File: config.mk
export PLATFORM = sky130hd
export DESIGN_NAME = snake_dir_input
export DESIGN_NICKNAME = d
export VERILOG_FILES = /design/src/rtl/snake_pkg.sv /design/src/rtl/snake_dir_input_btn_debounce.sv /design/src/rtl/snake_dir_input.sv
export SDC_FILE = /design/constraint.sdc
export NUM_CORES = 1
export LEC_CHECK = 0
export ABC_AREA = 1
export BUFFER_PORTS_ARGS = -buffer_cell sky130_fd_sc_hd__buf_2
export CORE_MARGIN = 8
export CORE_UTILIZATION = 60
export CTS_BUF_LIST = sky130_fd_sc_hd__clkbuf_16
export DETAILED_ROUTE_END_ITERATION = 6
export PLACE_DENSITY_LB_ADDON = 0.15
export SLEW_MARGIN = 20
export SYNTH_ARGS = -nofsm -noshare
export SYNTH_HDL_FRONTEND = slang
export SYNTH_HIERARCHICAL = 1
export SYNTH_SLANG_ARGS = --single-unit
File: constraint.sdc
create_clock -name clk -period 4.4 [get_ports clk]
set_clock_uncertainty 0.15 [all_clocks]
set_input_delay 0.22 -clock clk [delete_from_list [all_inputs] [get_ports clk]]
set_output_delay 0.22 -clock clk [all_outputs]
set_load 0.01 [all_outputs]
File: src/rtl/snake_pkg.sv
// Shared heading definitions for the snake game: direction encoding and the
// 180-degree reversal test. Also used by the head-position logic.
package snake_pkg;

  typedef enum logic [1:0] {
    DIR_RIGHT = 2'b00,
    DIR_LEFT  = 2'b01,
    DIR_UP    = 2'b10,
    DIR_DOWN  = 2'b11
  } dir_t;

  typedef enum logic {
    ST_IDLE,
    ST_PENDING
  } pend_state_t;

  localparam int NUM_BTNS  = 4;
  localparam int BTN_UP    = 3;
  localparam int BTN_DOWN  = 2;
  localparam int BTN_LEFT  = 1;
  localparam int BTN_RIGHT = 0;

  // Same axis (bit 1) but a different heading means a U-turn.
  function automatic logic is_reverse(input dir_t cur, input dir_t cand);
    return (cand[1] == cur[1]) && (cand != cur);
  endfunction

endpackage

File: src/rtl/snake_dir_input_btn_debounce.sv
// One button: synchronizer chain, counter-based debouncer and a registered
// one-cycle press pulse on the debounced 0->1 edge.
module btn_debounce #(
  parameter int DEBOUNCE_CYCLES = 1_000_000,
  parameter int SYNC_STAGES     = 2
) (
  input  logic clk,
  input  logic rst,
  input  logic raw,
  output logic pulse
);

  localparam int CW = (DEBOUNCE_CYCLES > 1) ? $clog2(DEBOUNCE_CYCLES) : 1;
  localparam logic [CW-1:0] CNT_LAST = CW'(DEBOUNCE_CYCLES - 1);

  logic [SYNC_STAGES-1:0] sync_q, sync_d;
  logic [CW-1:0]          cnt_q, cnt_d;
  logic                   stable_q, stable_d;
  logic                   stable_dly_q, stable_dly_d;
  logic                   pulse_q, pulse_d;
  logic                   synced;

  assign synced = sync_q[SYNC_STAGES-1];

  // Next-state: shift the sync chain, count consecutive mismatches, and
  // flag the cycle after the debounced level rises.
  always_comb begin
    sync_d       = {sync_q[SYNC_STAGES-2:0], raw};
    cnt_d        = '0;
    stable_d     = stable_q;
    stable_dly_d = stable_q;
    pulse_d      = stable_q & ~stable_dly_q;
    if (synced != stable_q) begin
      if (cnt_q == CNT_LAST) begin
        stable_d = synced;
        cnt_d    = '0;
      end else begin
        cnt_d = cnt_q + CW'(1);
      end
    end
  end

  // State registers, all cleared by reset.
  always_ff @(posedge clk) begin
    if (rst) begin
      sync_q       <= '0;
      cnt_q        <= '0;
      stable_q     <= 1'b0;
      stable_dly_q <= 1'b0;
      pulse_q      <= 1'b0;
    end else begin
      sync_q       <= sync_d;
      cnt_q        <= cnt_d;
      stable_q     <= stable_d;
      stable_dly_q <= stable_dly_d;
      pulse_q      <= pulse_d;
    end
  end

  assign pulse = pulse_q;

endmodule

File: src/rtl/snake_dir_input.sv
// Direction input front-end: debounces four buttons, picks a candidate
// heading by priority, holds at most one pending change (no U-turns) and
// commits it on the game-step tick.
module snake_dir_input
  import snake_pkg::*;
#(
  parameter int DEBOUNCE_CYCLES = 1_000_000,
  parameter int SYNC_STAGES     = 2
) (
  input  logic                clk,
  input  logic                rst,
  input  logic [NUM_BTNS-1:0] btn_raw,
  input  logic                tick,
  output logic [1:0]          dir,
  output logic                dir_changed,
  output logic [NUM_BTNS-1:0] btn_pulse
);

  pend_state_t state_q, state_d;
  dir_t        dir_q, dir_d;
  dir_t        pending_q, pending_d;
  logic        dir_changed_q, dir_changed_d;

  dir_t        cand;
  logic        cand_vld;
  dir_t        next_dir;
  logic        cand_ok;

  for (genvar gi = 0; gi < NUM_BTNS; gi++) begin : g_btn
    btn_debounce #(
      .DEBOUNCE_CYCLES (DEBOUNCE_CYCLES),
      .SYNC_STAGES     (SYNC_STAGES)
    ) u_btn (
      .clk   (clk),
      .rst   (rst),
      .raw   (btn_raw[gi]),
      .pulse (btn_pulse[gi])
    );
  end

  // Priority encode the press pulses (up > down > left > right) and judge
  // the candidate against the heading that will be current after this edge.
  always_comb begin
    cand     = DIR_RIGHT;
    cand_vld = |btn_pulse;
    if (btn_pulse[BTN_UP])        cand = DIR_UP;
    else if (btn_pulse[BTN_DOWN]) cand = DIR_DOWN;
    else if (btn_pulse[BTN_LEFT]) cand = DIR_LEFT;
    else                          cand = DIR_RIGHT;
    next_dir = (tick && state_q == ST_PENDING) ? pending_q : dir_q;
    cand_ok  = cand_vld && (cand != next_dir) && !is_reverse(next_dir, cand);
  end

  // Pending FSM: load/overwrite on a valid candidate, commit on tick.
  always_comb begin
    state_d       = state_q;
    pending_d     = pending_q;
    dir_d         = dir_q;
    dir_changed_d = 1'b0;
    case (state_q)
      ST_IDLE: begin
        if (cand_ok) begin
          pending_d = cand;
          state_d   = ST_PENDING;
        end
      end
      ST_PENDING: begin
        if (tick) begin
          dir_d         = pending_q;
          dir_changed_d = 1'b1;
          state_d       = ST_IDLE;
        end
        if (cand_ok) begin
          pending_d = cand;
          state_d   = ST_PENDING;
        end
      end
      default: state_d = ST_IDLE;
    endcase
  end

  // Heading and FSM registers.
  always_ff @(posedge clk) begin
    if (rst) begin
      state_q       <= ST_IDLE;
      pending_q     <= DIR_RIGHT;
      dir_q         <= DIR_RIGHT;
      dir_changed_q <= 1'b0;
    end else begin
      state_q       <= state_d;
      pending_q     <= pending_d;
      dir_q         <= dir_d;
      dir_changed_q <= dir_changed_d;
    end
  end

  assign dir         = dir_q;
  assign dir_changed = dir_changed_q;

endmodule

== Yosys cells after proc, flatten, opt, wreduce, memory -nomap -nowiden ==
Cells that the tools add are included.

* Bits of input ports: 7
* Logic and storage cells: 77
* Output and inout port bits: 7
* Flip-flop bits (word level): 106

* Reductions and logical operators: 16
* Mux-type cells: 10
* Eq/ne operators: 10
* Bitwise logic cells: 13
* Add/sub/neg operators: 4

{| class="wikitable"
|+ Operators with widths
! kind !! number
|-
| $add A20 B1 Y20 const B || 4
|-
| $eq A20 B20 Y1 const B || 4
|-
| $reduce_or A3 Y1 || 4
|-
| $reduce_and A2 Y1 || 5
|-
| $not A1 Y1 || 9
|-
| $mux W2 || 4
|-
| $mux W1 || 5
|-
| $and A1 B1 Y1 || 4
|-
| $logic_and A1 B1 Y1 || 4
|-
| $ne A1 B1 Y1 || 4
|-
| $reduce_or A4 Y1 || 1
|-
| $ne A2 B2 Y1 || 1
|-
| $pmux W1 S2 || 1
|-
| $reduce_or A2 Y1 || 1
|-
| $eq A1 B1 Y1 || 1
|-
| $logic_not A1 Y1 || 1
|}

== Logic depth before layout (Yosys ltp) ==
Gate-level depths: netlist (run 1).

* Word-level depth: 9
* Mapped depth: 8
* Depth with buffers taken out: 8

== Cells and area by module ==
Netlist (run 1), hierarchy kept.

{| class="wikitable"
|+ Modules (own cells, without submodules)
! module !! seq. area each (µm²) !! cells an instance !! area each (µm²) !! instances
|-
| btn_debounce || 500.5 || 166 || 1212.4 || 4
|-
| snake_dir_input || 120.1 || 37 || 257.7 || 1
|}

== Worst setup path after synthesis (run 1) ==
OpenSTA, ideal clock, no wires.

* Kind: register to register
* Start: register g_btn[0].u_btn.cnt_q[0]
* End: register g_btn[0].u_btn.cnt_q[12]
* Buffers on the path: 1
* Required time: 4.135 ns
* Slack: 2.887 ns
* Clock period less this slack: 1.513 ns
* Stages on the path, launching flop included: 8
* Data arrival time: 1.248 ns
* Library setup time: 0.115 ns
* Path through: dfxtp_1 > ha_1 > nand3_2 > nor2_2 > nand3_2 > nand2_4 > buf_12 > nor2_2

* Word-level cells in the longest chain between the ends: 2
* Elaborated cells on any way between the ends: 3
* Classes of those cells: add/sub (1); eq/ne (1); reduce/logical (1)

{| class="wikitable"
|+ Ends and longest elaborated chain
! item !! RTL line !! text
|-
| start: declaration || snake_dir_input_btn_debounce.sv:17 || <nowiki>logic [CW-1:0] cnt_q, cnt_d;</nowiki>
|-
| start signal: assignment || snake_dir_input_btn_debounce.sv:53 || <nowiki>cnt_q <= cnt_d;</nowiki>
|-
| branches (longest 2 deep; another with $add A20 B1 Y20) || - ||
|}

Several ways; the timed one is not identified.
A chain may end at the register's enable or synchronous reset.

== Worst setup path in the final report (run 1) ==
* Start: register g_btn[3].u_btn.cnt_q[0]
* End: register g_btn[3].u_btn.cnt_q[9]

* Word-level cells in the longest chain between the ends: 2
* Elaborated cells on any way between the ends: 3
* Classes of those cells: add/sub (1); eq/ne (1); reduce/logical (1)

{| class="wikitable"
|+ Ends and longest elaborated chain
! item !! RTL line
|-
| start: declaration || snake_dir_input_btn_debounce.sv:17
|-
| start signal: assignment || snake_dir_input_btn_debounce.sv:53
|-
| branches (longest 2 deep; another with $add A20 B1 Y20) || -
|}

Several ways; the timed one is not identified.

==> results.sh, run 1 <==
export IMPL_cellInternalPower_mw=1.41
export IMPL_yosys_warnings=6
export IMPL_drv_cap=0
export IMPL_max_freq_mhz=590
export IMPL_cts_max_level=3
export IMPL_io_buffers=13
export IMPL_seq_area_frac_synth=0.415
export IMPL_irDropWorstVdd_uv=256
export IMPL_relSlewSlack=0.718
export IMPL_synth_fp_nets=712
export IMPL_synth_seq_cells=106
export IMPL_ant_nets=0
export IMPL_antenna_found_initial=0
export IMPL_wire_per_inst_um=11.6
export IMPL_numCtsBuffers=9
export IMPL_design_portCount=14
export IMPL_reg2reg_depth=6
export IMPL_path_cells="ha_1, nand3_2, nor2_2, nand3_2, nand2_4, nor2_1"
export IMPL_dpl_cell_count=815
export IMPL_hold_violations=0
export IMPL_final_seq_area_um2=2120
export IMPL_synth_cells=701
export IMPL_first_pass_iters=5
export IMPL_hold_depth=3
export IMPL_vias_per_cell=5.11
export IMPL_yosys_area_top_type_share=0.415
export IMPL_endpoint_kind="flip-flop"
export IMPL_final_cells=834
export IMPL_worstPathMaxFanout=18
export IMPL_cts_buffer_depth=2
export IMPL_multi_input_area_um2=2610
export IMPL_fp_dieW_um=108
export IMPL_grt_pass1_wl_mm=17.4
export IMPL_fin_crit_sh=0.385
export IMPL_post_synth_num_cell_types=21
export IMPL_clk_pin_slew_ps=70
export IMPL_drive_gt1_frac=0.152
export IMPL_startpoint_type="flip-flop"
export IMPL_combPwrFrac=0.016
export IMPL_clkPwrFrac=0.440
export IMPL_status="finished clean"
export IMPL_critPathRequiredTime_ps=4470
export IMPL_path_class="flip-flop to flip-flop"
export IMPL_remaining_drc_errors=0
export IMPL_crit_top_cell="nand3_2"
export IMPL_switchingPower_mw=0.361
export IMPL_grt_max_degree=26
export IMPL_post_cts_buffers=0
export IMPL_regToRegEndpoint="g_btn[3].u_btn/cnt_q[9]"
export IMPL_syn_cell_area_um2=5110
export IMPL_power_leakage_nw=1.81
export IMPL_die_y_um=108
export IMPL_start_util=0.622
export IMPL_max_stage_delay_ps=380
export IMPL_rr_startpoint="g_btn[3].u_btn/cnt_q[0]"
export IMPL_fin_ws_ps=2710
export IMPL_slew_violations=0
export IMPL_seqPwrFrac=0.545
export IMPL_worst_hold_path_type="input port to flip-flop"
export IMPL_dieArea_um2=11700
export IMPL_clock_sinks=106
export IMPL_power_total_mw=1.77
export IMPL_final_setup_viol_count=0
export IMPL_synth_edf_count=0
export IMPL_period_needed_ps=1690
export IMPL_via_count=4261
export IMPL_synth_area_per_cell_um2=7.29
export IMPL_grt_pass1_vias=4167
export IMPL_arrival_ps=1770
export IMPL_worstSkewPairLatency_ps=340
export IMPL_rsz0062_at_grt="false"
export IMPL_core_um2=8220
export IMPL_setup_tns_final_ps=0
export IMPL_yosysMostFrequentCell="nand2_1"
export IMPL_grt_usage=0.178
export IMPL_drt_wl_total_mm=9.67
export IMPL_diodes=0
export IMPL_place_detailed_hpwl_mm=7.00
export IMPL_cts_tree="done"
export IMPL_critPathSlowestCell="dfxtp_1"
export IMPL_holdWs_ps=40.5
export IMPL_gp_congestion=0.875
export IMPL_areaGrowthSynthToFinish_pct=8.82
export IMPL_yosys_area_top_type="dfxtp_1"
export IMPL_synth_main_ff_cell="dfxtp_1"
export IMPL_ys_async_sr_fraction=0
export IMPL_swShare=0.204
export IMPL_ys_top_cells_by_area="dfxtp_1 (42%), nand2_1 (11%), nor2_1 (9.3%)"
export IMPL_synth_commonest_cells="nand2_1 (148), nor2_1 (126), dfxtp_1 (106), inv_1 (78), nor2_2 (52)"
export IMPL_min_delay_start="tick"
export IMPL_drt_iter0_drc=143
export IMPL_reg2reg_slack_ps=2710
export IMPL_worst_pin_slew_ps=424
export IMPL_fillers=672
export IMPL_pwr_density_cell_nw_per_um2=319
export IMPL_rows=33
export IMPL_holdPathEnd="dir[0]"
export IMPL_cts_repair_resized=0
export IMPL_dp_worst_setup_slack_ps=2730
export IMPL_grt_overflow_total=0
export IMPL_nNetsFinal=736
export IMPL_cts_root_buf="clkbuf_16"
[how the worst max path moves through the flow]
stage	start	end	cells after the start
6_report	g_btn[3].u_btn/cnt_q[0]	g_btn[3].u_btn/cnt_q[9]	6
2_1_floorplan	g_btn[0].u_btn/cnt_q[0]	g_btn[0].u_btn/cnt_q[12]	7
4_1_cts	g_btn[3].u_btn/cnt_q[0]	g_btn[3].u_btn/cnt_q[9]	6
5_1_grt	g_btn[3].u_btn/cnt_q[0]	g_btn[3].u_btn/cnt_q[14]	6
3_3_place_gp	g_btn[2].u_btn/cnt_q[0]	g_btn[2].u_btn/cnt_q[9]	6
3_5_place_dp	g_btn[3].u_btn/cnt_q[0]	g_btn[3].u_btn/cnt_q[9]	6
[routing by layer]
metal | vias up | global-route usage | wire length [µm]
met1 | 1942 | 0.208 | 4560
li1 | 2241 | - | -
met5 | - | 0 | 0
met2 | 68 | 0.310 | 4660
met4 | 0 | 0.0616 | 97
met3 | 10 | 0.0422 | 337
[per-stage QoR]
step	util	cell area, µm²
floorplan	-	5110
global placement	0.636	5220
detailed placement	0.636	5220
CTS	0.676	5560
global route	0.676	5560
finish	0.676	5560
[placed cells by master, fill, tap and decap left out, types with 2 or more instances in the layout]
cell,synthesis,routed
xnor2_1,16,16
dlygate4sd3_1,0,4
ha_1,4,4
nand3_2,13,13
nor3_1,8,8
xor2_1,20,20
nand3_1,44,44
nor2_2,52,52
clkinv_4,0,3
nand2_2,2,2
o21ai_0,4,4
a21oi_1,32,32
nor2_1,126,126
or2_0,8,8
clkbuf_16,0,9
nand4_1,16,16
a21oi_2,4,4
nand2_1,148,148
dfxtp_1,106,106
buf_2,0,13
or2_2,8,8
o21bai_1,4,4
nand2_4,4,4
inv_1,78,78
[what timing repair did]
item	CTS	global route
endpoints found under the setup margin	0	0
hold buffers	4	0
endpoints found under the hold margin	4	0
[logic make-up after synthesis]
| logic type | after synthesis | share of synthesized area |
|---|---|---|
| compound gates | 44 | 0.0480 |
| xor+xnor | 36 | 0.0617 |
| fa+ha+maj | 4 | 0.00980 |
| buf+inv | 82 | 0.0730 |
| flops | 106 | 0.415 |
| simple gates | 429 | 0.392 |
[power by group through the flow]
stage | sequential, mW | clock [mW] | combinational [mW]
floorplan | 0.988 | 0 | 0.0198
global placement | 0.988 | 0 | 0.0242
detailed placement | 0.988 | 0 | 0.0252
CTS | 0.966 | 0.805 | 0.0280
global route | 0.966 | 0.838 | 0.0316
finish | 0.966 | 0.780 | 0.0277
[flip-flops by register name, summed over array words and instances, names as in the netlist]
register and flops:
g_btn.u_btn/sync_q 8, dir 2, g_btn.u_btn/stable_dly_q 4, g_btn.u_btn/cnt_q 80, g_btn.u_btn/stable_dly_d 4, dir_changed 1, state_q 1, g_btn.u_btn/pulse 4
pending_q 2
[cell type report]
cell class,count,share of cell area
tap,105,0.0236
sequential,106,0.382
timing repair buffer,17,0.0189
multi-input combinational,513,0.470
clock buffer,9,0.0405
inverter,78,0.0527
clock inverter,6,0.0124
[worst max-delay path, delay by kind of cell (launching register included)]
| kind | cells | cell delay [ps] |
|---|---|---|
| and+or+nand+nor | 5 | 810 |
| DFF | 1 | 380 |
| adders and majority gates | 1 | 230 |
Power figures use the tool's default switching activity.
==> run 2: changes to the inputs <==
==> constraint.sdc (replaced) <==
create_clock -name clk -period 1.65 [get_ports clk]
set_clock_uncertainty 0.15 [all_clocks]
set_input_delay 0.0825 -clock clk [delete_from_list [all_inputs] [get_ports clk]]
set_output_delay 0.0825 -clock clk [all_outputs]
set_load 0.01 [all_outputs]
==> run 2 against run 1 <==
- setup slack worse by 2600 ps
- clock-buffer cell count unchanged
- die area unchanged
- global-route usage up 0.19 points
- critical path depth up 1
- non-clock buffer count up 17
- first-iteration DRC count up 29%
- critical path type unchanged
- sequential share of layout area down 2.0 points
- fmax up 7.4%
- hold slack better by 200 ps
==> results.sh, run 2 (same netlist as run 1, synthesis figures left out) <==
export IMPL_worst_hold_path_type="flip-flop to flip-flop"
export IMPL_reg_top3="g_btn.u_btn/cnt_q (80), g_btn.u_btn/sync_q (8)"
export IMPL_hold_violations=0
export IMPL_final_setup_viol_count=0
export IMPL_start_util=0.622
export IMPL_antenna_found_initial=0
export IMPL_final_cell_mix="nand2_1 (146), nor2_1 (126), dfxtp_1 (106)"
export IMPL_regToRegEndpoint="g_btn[0].u_btn/stable_dly_d"
export IMPL_fp_dieW_um=108
export IMPL_ant_nets=0
export IMPL_use_met2=0.313
export IMPL_slew_violations=0
export IMPL_setup_tns_final_ps=0
export IMPL_fin_crit_sh=0.956
export IMPL_power_leakage_nw=1.92
export IMPL_dpl_cell_count=820
export IMPL_worst_pin_slew_ps=352
export IMPL_pwr_density_cell_nw_per_um2=790
export IMPL_fillers=680
export IMPL_fin_area_um2=5870
export IMPL_grt_pass1_wl_mm=17.4
export IMPL_critPathRequiredTime_ps=1770
export IMPL_areaGrowthSynthToFinish_pct=14.9
export IMPL_arrival_ps=1700
export IMPL_grt_pass1_vias=4110
export IMPL_first_pass_iters=4
export IMPL_drt_iter0_drc=185
export IMPL_via_count=4436
export IMPL_design_portCount=14
export IMPL_endpoint_kind="flip-flop"
export IMPL_startpoint_type="flip-flop"
export IMPL_path_delay_family="simple AND/OR/NAND/NOR gates"
export IMPL_period_needed_ps=1580
export IMPL_clk_pin_slew_ps=70
export IMPL_reg2reg_slack_ps=70
export IMPL_core_um2=8220
export IMPL_holdWs_ps=243
export IMPL_vias_per_cell=5.18
export IMPL_nNetsFinal=758
export IMPL_remaining_drc_errors=0
export IMPL_drive_gt1_frac=0.174
export IMPL_utilization=0.714
export IMPL_status="finished clean"
export IMPL_clock_sinks=106
export IMPL_grt_usage=0.179
export IMPL_path_class="flip-flop to flip-flop"
export IMPL_drv_cap=0
export IMPL_grt_overflow_total=0
export IMPL_worstPathMaxFanout=5
export IMPL_io_buffers=13
export IMPL_placed_area_um2=5260
export IMPL_cts_root_buf="clkbuf_16"
export IMPL_relSlewSlack=0.763
export IMPL_cts_buffer_depth=2
export IMPL_largest_register="g_btn.u_btn/cnt_q"
export IMPL_numCtsBuffers=9
export IMPL_rows=33
export IMPL_wire_per_inst_um=12.3
export IMPL_worstSkewPairLatency_ps=340
export IMPL_gp_congestion=0.896
export IMPL_critPathSlowestCell="dfxtp_1"
export IMPL_min_delay_start="g_btn[3].u_btn/stable_dly_q"
export IMPL_top_usage_layer="met2"
export IMPL_drt_wl_total_mm=10.5
export IMPL_holdPathEnd="g_btn[3].u_btn/pulse"
export IMPL_cp_num_buf_inv=1
export IMPL_diodes=0
export IMPL_place_detailed_hpwl_mm=7.12
export IMPL_final_cells=857
export IMPL_rr_startpoint="g_btn[0].u_btn/cnt_q[1]"
export IMPL_reg2reg_depth=7
export IMPL_grtUsageMet3=0.0446
export IMPL_dieArea_um2=11700
export IMPL_cts_max_level=3
export IMPL_grt_max_degree=20
export IMPL_max_stage_delay_ps=350
export IMPL_layout_commonest_cell="nand2_1"
export IMPL_max_freq_mhz=634
export IMPL_met1_usage=0.212
export IMPL_rsz0062_at_grt="true"
export IMPL_path_cells="ha_2, nand3_2, nor2_2, nand3_4, nand2_1, inv_1, nor2_1"
export IMPL_irDropWorstVdd_uv=587
export IMPL_cts_tree="done"
export IMPL_largest_reg_flops=80
export IMPL_die_y_um=108
export IMPL_hold_depth=1
[run 2: cell count changes in the layout (fill, tap and decap cells not counted), moves of 4 or more]
| cell | before | now |
|---|---|---|
| buf_4 | 0 | 11 |
| nand3_2 | 13 | 8 |
| nand3_4 | 0 | 5 |
| nor2_4 | 0 | 4 |
| dlygate4sd3_1 | 4 | 10 |
| nand2_8 | 0 | 7 |
| nor2_2 | 52 | 48 |
[run 2: cell type report]
cell class,instances,area [µm²],area share
Clock buffer,9,225,0.0384
Clock inverter,7,46.3,0.00789
Inverter,78,293,0.0499
Multi-Input combinational cell,518,2800,0.477
Sequential cell,106,2120,0.361
Tap cell,105,131,0.0224
Timing Repair Buffer,34,250,0.0426
[run 2: how the worst max path moves through the flow]
stage / startpoint / cells past startpoint / slack (ps) / to
4_1_cts: g_btn[3].u_btn/cnt_q[1] / 6 / 20 / g_btn[3].u_btn/cnt_q[11]
2_1_floorplan: g_btn[0].u_btn/cnt_q[0] / 7 / 140 / g_btn[0].u_btn/cnt_q[12]
3_5_place_dp: g_btn[3].u_btn/cnt_q[1] / 6 / 40 / g_btn[3].u_btn/cnt_q[11]
6_report: g_btn[0].u_btn/cnt_q[1] / 7 / 70 / g_btn[0].u_btn/stable_dly_d
5_1_grt: g_btn[0].u_btn/cnt_q[1] / 7 / -20 / g_btn[0].u_btn/stable_dly_d
3_3_place_gp: g_btn[1].u_btn/cnt_q[1] / 6 / 120 / g_btn[1].u_btn/cnt_q[11]
[run 2: worst register-to-register path, stage by stage, from the launching register on]
cell,delay (ps)
dfxtp_1,350
ha_2,210
nand3_2,130
nor2_2,220
nand3_4,190
nand2_1,120
inv_1,50
nor2_1,110
[run 2: report_power, final]
part	total [mW]	internal, mW	switching [mW]
Clock	1.95	1.02	0.932
Sequential	2.58	2.57	0.00685
Combinational	0.110	0.0476	0.0621
[run 2: repair_timing]
action                                  4_1_cts  5_1_grt
pin swaps                                     0        4
gates cloned                                  0        5
hold buffers                                 10        0
endpoints found under the setup margin        1       76
endpoints found under the hold margin        14        0
buffers inserted                              0        6
resized for setup                             1       22
[run 2: stage by stage]
| step | worst slack [ps] | power, mW |
|---|---|---|
| 2_1_floorplan | 137 | 2.69 |
| 3_3_place_gp | 121 | 2.70 |
| 3_5_place_dp | 39.8 | 2.71 |
| 4_1_cts | 23.0 | 4.67 |
| 5_1_grt | -22.1 | 4.79 |
| 6_report | 72.4 | 4.64 |
[run 2: layer usage]
layer / vias to the layer above / wire length [µm] / share of wire
li1: 2299 / - / -
met4: 0 / 153 / 0.015
met1: 2034 / 4650 / 0.44
met3: 16 / 468 / 0.045
met2: 87 / 5230 / 0.50
met5: - / 0 / 0
